[src/rtl/writeback_block.sv]
// rtl/writeback_block.sv - writeback stage: source select, load alignment, memory-response wait.
// Optional WB_FORWARD_EN adds pending-load outputs for load-use hazard detection.
module writeback_block #(
  parameter int WORD       = 32,
  parameter int ADDR_WIDTH = 4
) (
  input  logic                  clk_i,
  input  logic                  reset_i,
  input  logic                  valid_i,
  output logic                  ready_o,
  input  logic                  flush_i,
  input  logic                  reg_file_write_en_i,
  input  logic [1:0]            reg_file_input_ctrl_sig_i,
  input  logic [ADDR_WIDTH-1:0] reg_dest_addr_i,
  input  logic [WORD-1:0]       alu_result_i,
  input  logic [WORD-1:0]       program_counter_i,
  input  logic [1:0]            load_size_i,
  input  logic                  load_signed_i,
  input  logic [1:0]            mem_addr_lsb_i,
  input  logic                  mem_data_valid_i,
  input  logic [WORD-1:0]       mem_data_i,
  output logic                  reg_file_write_en_o,
  output logic [ADDR_WIDTH-1:0] reg_dest_addr_o,
  output logic [WORD-1:0]       reg_data_o
`ifdef WB_FORWARD_EN
  ,
  output logic                  fwd_pending_o,
  output logic [ADDR_WIDTH-1:0] fwd_pending_addr_o
`endif
);

  typedef enum logic {IDLE = 1'b0, WAIT_MEM = 1'b1} state_t;

  localparam logic [1:0] SRC_ALU  = 2'd0;
  localparam logic [1:0] SRC_MEM  = 2'd1;
  localparam logic [1:0] SRC_LINK = 2'd2;
  localparam logic [1:0] SRC_RSV  = 2'd3;

  state_t                  state_q, state_d;
  logic                    accept;
  logic                    wait_commit;
  logic [WORD-1:0]         accept_data;
  logic                    pend_en_q;
  logic [ADDR_WIDTH-1:0]   pend_addr_q;
  logic [1:0]              pend_size_q;
  logic                    pend_sgn_q;
  logic [1:0]              pend_lsb_q;

  // Little-endian lane select followed by zero/sign extension.
  function automatic logic [WORD-1:0] align_load(input logic [WORD-1:0] d, input logic [1:0] size,
                                                 input logic sgn, input logic [1:0] lsb);
    logic [15:0] half;
    logic [7:0]  lane;
    half = lsb[1] ? d[31:16] : d[15:0];
    case (lsb)
      2'd0:    lane = d[7:0];
      2'd1:    lane = d[15:8];
      2'd2:    lane = d[23:16];
      default: lane = d[31:24];
    endcase
    case (size)
      2'd0:    align_load = d;
      2'd1:    align_load = {{(WORD-16){sgn & half[15]}}, half};
      2'd2:    align_load = {{(WORD-8){sgn & lane[7]}}, lane};
      default: align_load = '0;
    endcase
  endfunction

  always_ff @(posedge clk_i) begin
    if (reset_i) state_q <= IDLE;
    else         state_q <= state_d;
  end

  always_comb begin
    state_d     = state_q;
    ready_o     = 1'b0;
    wait_commit = 1'b0;
    case (state_q)
      IDLE: begin
        ready_o = !flush_i;
        if (valid_i && !flush_i && reg_file_input_ctrl_sig_i == SRC_MEM && !mem_data_valid_i)
          state_d = WAIT_MEM;
      end
      WAIT_MEM: begin
        if (flush_i) begin
          state_d = IDLE;
        end else if (mem_data_valid_i) begin
          state_d     = IDLE;
          wait_commit = 1'b1;
        end
      end
      default: state_d = IDLE;
    endcase
  end

  assign accept = valid_i && ready_o;

  always_comb begin
    accept_data = alu_result_i;
    case (reg_file_input_ctrl_sig_i)
      SRC_LINK: accept_data = program_counter_i + WORD'(2);
      SRC_MEM:  accept_data = align_load(mem_data_i, load_size_i, load_signed_i, mem_addr_lsb_i);
      default:  accept_data = alu_result_i;
    endcase
  end

  // Address/data only move on a real write so they hold the last committed value.
  always_ff @(posedge clk_i) begin
    if (reset_i) begin
      reg_file_write_en_o <= 1'b0;
      reg_dest_addr_o     <= '0;
      reg_data_o          <= '0;
      pend_en_q           <= 1'b0;
      pend_addr_q         <= '0;
      pend_size_q         <= '0;
      pend_sgn_q          <= 1'b0;
      pend_lsb_q          <= '0;
    end else begin
      reg_file_write_en_o <= 1'b0;
      if (accept) begin
        if (reg_file_input_ctrl_sig_i == SRC_MEM && !mem_data_valid_i) begin
          pend_en_q   <= reg_file_write_en_i;
          pend_addr_q <= reg_dest_addr_i;
          pend_size_q <= load_size_i;
          pend_sgn_q  <= load_signed_i;
          pend_lsb_q  <= mem_addr_lsb_i;
        end else if (reg_file_write_en_i && reg_file_input_ctrl_sig_i != SRC_RSV) begin
          reg_file_write_en_o <= 1'b1;
          reg_dest_addr_o     <= reg_dest_addr_i;
          reg_data_o          <= accept_data;
        end
      end else if (wait_commit && pend_en_q) begin
        reg_file_write_en_o <= 1'b1;
        reg_dest_addr_o     <= pend_addr_q;
        reg_data_o          <= align_load(mem_data_i, pend_size_q, pend_sgn_q, pend_lsb_q);
      end
    end
  end

`ifdef WB_FORWARD_EN
  assign fwd_pending_o      = (state_q == WAIT_MEM);
  assign fwd_pending_addr_o = (state_q == WAIT_MEM) ? pend_addr_q : '0;
`endif

endmodule

[config.mk]
export PLATFORM = sky130hd
export DESIGN_NAME = writeback_block
export DESIGN_NICKNAME = d
export VERILOG_FILES = /design/src/rtl/writeback_block.sv
export SDC_FILE = /design/constraint.sdc
export NUM_CORES = 1
export LEC_CHECK = 0
export CORE_ASPECT_RATIO = 1.5
export CORE_MARGIN = 2
export CORE_UTILIZATION = 48
export DETAILED_ROUTE_END_ITERATION = 8
export PLACE_DENSITY = 0.91
export SETUP_SLACK_MARGIN = 0.5
export SYNTH_ARGS = -nofsm -noshare
export SYNTH_HDL_FRONTEND = slang
export SYNTH_SLANG_ARGS = --single-unit
[constraint.sdc]
create_clock -name clk_i -period 2.47 [get_ports clk_i]
set_clock_uncertainty 0.1 [all_clocks]
set_input_delay 0.494 -clock clk_i [delete_from_list [all_inputs] [get_ports clk_i]]
set_output_delay 0.494 -clock clk_i [all_outputs]
set_load 0.1 [all_outputs]
==> results of run 1 <==
## Yosys cell counts (7+ instances only)
| cell type | count | share of area [%] |
|---|---|---|
| nand2_1 | 77 | 6.2 |
| a21oi_1 | 69 | 7.4 |
| dfxtp_1 | 48 | 21 |
| nor2_1 | 41 | 3.3 |
| o21ai_0 | 40 | 4.3 |
| clkbuf_1 | 35 | 2.8 |
| nand3_1 | 28 | 3.0 |
| mux2i_1 | 24 | 5.1 |
| xnor2_1 | 18 | 3.4 |
| nand4_1 | 17 | 2.3 |
| buf_2 | 16 | 1.7 |
| mux4_2 | 13 | 6.3 |
| o221ai_1 | 11 | 2.1 |
| a221oi_1 | 10 | 1.9 |
| a211oi_1 | 9 | 1.4 |
| nor2b_1 | 9 | 1.2 |
| and2_1 | 8 | 1.1 |
| or3_1 | 8 | 1.1 |
| nand2b_1 | 7 | 0.94 |
| nor3_1 | 7 | 0.75 |
| xor2_1 | 7 | 1.3 |
## per-layer routing
metal / GRT overflow / global-route usage, %
met1: 0 / 72.7
met2: 52 / 93.1
met3: 0 / 51.6
met4: 38 / 78.9
met5: 0 / 10.1
## kinds of logic after synthesis
group | count (synthesis) | synth area share, %
xor gates and xnor gates | 25 | 4.69
adders and majority gates | 4 | 1.07
DFF | 48 | 20.6
and+or+nand+nor | 223 | 23.4
AOI/OAI and AO/OA | 228 | 32.8
muxes | 39 | 11.9
buffers and inverters | 62 | 5.58
## stage by stage
step	setup WS [ns]	setup TNS, ns	instance area (um2)	util (%)	hold WS [ns]
after CTS	0.384	0	8000	83.5	0.366
after global placement	-0.484	-9.32	7280	76.0	0.344
after floorplan	0.296	0	4740	-	0.337
after detailed placement	-0.493	-11.65	7280	76.0	0.349
## timing repair
item	4_1_cts
pin swaps	48
gates cloned	2
gates resized for setup	254
hold buffers	0
buffers inserted	28
endpoints found under the setup margin	49
==> impl_metrics.json, run 1 <==
{
  "synth.ff_latch_count": 48,
  "place.gp.congestion": 1.23,
  "initial_core_util_pct": 48.7,
  "dp_hpwl_um": 18300,
  "root_buffer": "clkbuf_16",
  "error_line": "[ERROR GRT-0232] Routing congestion too high. Check the congestion heatmap in the GUI.",
  "synth_area_mm2": 0.00467,
  "cts_inserted_buffers": 5,
  "clockBufferDepth": 2,
  "synth_edf_count": 0,
  "yosysSeqAreaShare_pct": 20.6,
  "placed_cells": 1002,
  "ys.flop_type": "dfxtp_1",
  "syn_nets": 746,
  "synth.avg_cell_area_um2": 7.42,
  "grt_max_degree": 33,
  "synth-warning-count": 0,
  "overflow": 90,
  "worst-ep-kind": "register data pin",
  "worst_endpoint": "reg_data_o[21]$_SDFFE_PP0P_/D",
  "track_usage_pct": 73.6,
  "clkSinkCount": 48,
  "lastStage": "global routing",
  "row_count": 44,
  "outcome": "aborted with a tool error",
  "fp.dieH_um": 125,
  "io_pins": 151,
  "synth_cells": 629,
  "async_reset_ff_share_pct": 0,
  "die_x_um": 84.5,
  "ys_types": 65,
  "numPortBuffers": 150,
  "htree_num_levels": 2
}
==> run 2, diff against run 1 <==
Settings changed: CORE_ASPECT_RATIO 1.5 to unset, CORE_UTILIZATION 48 to 40, PLACE_DENSITY 0.91 to unset, PLACE_DENSITY_LB_ADDON set to 0.15, SETUP_SLACK_MARGIN 0.5 to unset.
==> impl_metrics.json, run 2 <==
{
  "outcome": "finished clean",
  "die_x_um": 112,
  "worstMarginPinSlew_ns": 0.494,
  "path_class": "input port to register",
  "syn_nets": 746,
  "arrival_ns": 2.54,
  "grt_max_degree": 26,
  "period_share_pct": 98.0,
  "num_antenna_cells": 0,
  "hp-start": "reg_data_o[1]$_SDFFE_PP0P_",
  "synth_cells": 629,
  "synth_fa_ha_area_share_pct": 1.07,
  "synth_top_family_by_area": "compound AO/OA/AOI/OAI gates",
  "root_buffer": "clkbuf_16",
  "clock_latency_ns": 0.29,
  "layout_commonest_cell": "buf_4",
  "synth_area_mm2": 0.00467,
  "p_sw_uw": 1050,
  "synth-warning-count": 0,
  "numPortBuffers": 150,
  "reg.largest.list": "reg_data_o: 32 flops, pend_addr_q: 4 flops, reg_dest_addr_o: 4 flops",
  "drt_wl_total_um": 23600,
  "hp-class": "register to register",
  "hold_viol": 0,
  "finalCriticalPeriod_ns": 2.42,
  "endpoint_kind": "register",
  "crit_fanout": 8,
  "top_register": "reg_data_o",
  "synth-simple-area-share_pct": 23.4,
  "ys_types": 65,
  "ff2ff_path_depth": 8,
  "drv_slew": 0,
  "fin_nets": 1037,
  "min_path_cells": 2,
  "peakVddDrop_mv": 0.306,
  "post_drt_wl_per_cell_um": 22.2,
  "tns_ns": 0,
  "drv_cap": 0,
  "antenna_found_initial": 0,
  "ys_top_cells_by_count": "nand2_1 (77), a21oi_1 (69), dfxtp_1 (48)",
  "ant_nets": 0,
  "finalSetupViolCount": 0,
  "layout_common_cells": "buf_4 (218), clkdlybuf4s50_1 (101), nand2_1 (75)",
  "synthTopCellsByArea": "dfxtp_1 (21%), a21oi_1 (7.4%), mux4_2 (6.3%)",
  "fin_hold_ws_ns": 0.355,
  "synth.avg_cell_area_um2": 7.42,
  "drtPass1Iterations": 7,
  "clockBufferDepth": 2,
  "yosysMostFrequentCell": "nand2_1",
  "overflow": 0,
  "synth_compound_area_share_pct": 32.8,
  "synth_largest_area_cell": "dfxtp_1",
  "r2r_slack_ns": 0.29,
  "p_sw_share_pct": 37.3,
  "initial_core_util_pct": 40.9,
  "num-fill-cells": 1006,
  "regToRegEndpoint": "reg_data_o[28]$_SDFFE_PP0P_",
  "stdcell_count": 1064,
  "whs_endpoint": "reg_data_o[1]$_SDFFE_PP0P_",
  "drive_gt1_share_pct": 31.3,
  "clkSinkCount": 48,
  "num_vias": 6535,
  "place.gp.congestion": 1.04,
  "seqPwrFrac_pct": 29.3,
  "die-area_mm2": 0.0126,
  "core_mm2": 0.0114,
  "powerDensity_mw_per_mm2": 362,
  "track_usage_pct": 36.5,
  "dp_hpwl_um": 19000,
  "viasPerCell": 6.14,
  "cp-start-kind": "input port",
  "ys.flop_type": "dfxtp_1",
  "required_ns": 2.59,
  "synth_xor_area_share_pct": 4.69,
  "synth_top_area_share_pct": 20.6,
  "io_pins": 151,
  "yosysSeqAreaShare_pct": 20.6,
  "async_reset_ff_share_pct": 0,
  "muxShareOfSynthArea_pct": 11.9,
  "power.internal_uw": 1770,
  "synth_edf_count": 0,
  "row_count": 39,
  "combPwrFrac_pct": 45.0,
  "drcViolationCount": 0,
  "syn_to_final_growth_pct": 67.3,
  "first_global_vias": 6476,
  "fp.dieH_um": 112,
  "clk_pin_slew_ns": 0.06,
  "synth.ff_latch_count": 48,
  "slew_headroom_pct": 67.0,
  "grt_pass1_wl_um": 35800,
  "max_freq_ghz": 0.413,
  "htree_num_levels": 2,
  "cts_tree": "done",
  "pwr-share-clk_pct": 25.7,
  "cts_inserted_buffers": 5,
  "r2r_start": "state_q$_SDFF_PP0_",
  "placed_cells": 1053,
  "drt_iter0_markers": 640,
  "power.leakage_uw": 0.00326,
  "largest_register_ffs": 32
}
run 2: cell counts after synthesis:
No cell type changed its count.
run 2: what timing repair did:
item                       in CTS  in global routing
hold buffers                    0                  0
gates resized for setup        16                 39
gates cloned                    0                  1
setup buffers                   0                  2
setup endpoints to repair      18                 27
hold endpoints to repair        0                  0
pin swaps                       2                  6
run 2: kinds of logic after synthesis:
kind of cell             count (synthesis)
adder cells (fa/ha/maj)                  4
XOR/XNOR                                25
AO/OA/AOI/OAI                          228
flip-flops                              48
AND/OR/NAND/NOR                        223
buffers and inverters                   62
multiplexers                            39
run 2: per-layer routing:
metal  up-vias  track usage, %  share of wire, %
met2       408            62.2                48
met1      3079            45.2                39
met3        74            6.75               9.1
met5         -               0                 0
met4         0            16.1               4.4
li1       2974               -                 -
run 2: area by class of cell:
cell class | count | area [um2] | area share [%]
repair buffers | 338 | 2910 | 37.3
inverters | 8 | 33.8 | 0.433
flip-flops and latches | 48 | 961 | 12.3
clock buffers | 7 | 143 | 1.83
well taps | 143 | 179 | 2.29
clock inverters | 1 | 7.51 | 0.0961
multi-input cells | 519 | 3570 | 45.8
run 2: worst max-delay path by stage:
stage | end | cells after the start | from | slack [ns]
after global placement | reg_data_o[30]$_SDFFE_PP0P_ | 8 | reg_file_input_ctrl_sig_i[0] | -0.47
after detailed placement | reg_data_o[30]$_SDFFE_PP0P_ | 8 | reg_file_input_ctrl_sig_i[0] | -0.51
after global routing | reg_data_o[26]$_SDFFE_PP0P_ | 8 | program_counter_i[9] | -0.002
after floorplan | ready_o | 1 | flush_i | 0.13
after CTS | reg_data_o[2]$_SDFFE_PP0P_ | 10 | reg_file_input_ctrl_sig_i[1] | 0.0008
final | reg_data_o[5]$_SDFFE_PP0P_ | 8 | mem_addr_lsb_i[1] | 0.05
run 2: stage by stage:
stage          instance area [um2]  setup slack (ns)  utilization [%]  total power (uW)
2_1_floorplan                 4670             0.131                -              1400
3_3_place_gp                  7450            -0.466             65.3              2050
3_5_place_dp                  7450            -0.509             65.3              2060
4_1_cts                       7650          0.000778             67.0              2780
5_1_grt                       7810          -0.00230             68.4              2920
6_report                      7810            0.0503             68.4              2820
run 2: worst max-delay path, stage by stage:
cell and delay, ns:
clkdlybuf4s50_1 0.48, buf_4 0.20, and2_1 0.18, a211oi_1 0.21, o21ai_0 0.11, a211oi_1 0.42
o221ai_1 0.26, a21oi_1 0.18
run 2: power groups by stage:
| stage | sequential (uW) | clock, uW | combinational, uW |
|---|---|---|---|
| floorplan | 1030 | 0 | 369 |
| global placement | 843 | 0 | 1210 |
| detailed placement | 844 | 0 | 1220 |
| CTS | 827 | 723 | 1230 |
| global route | 830 | 759 | 1330 |
| finish | 827 | 727 | 1270 |
Note: power is estimated with default switching activity, not from simulation.
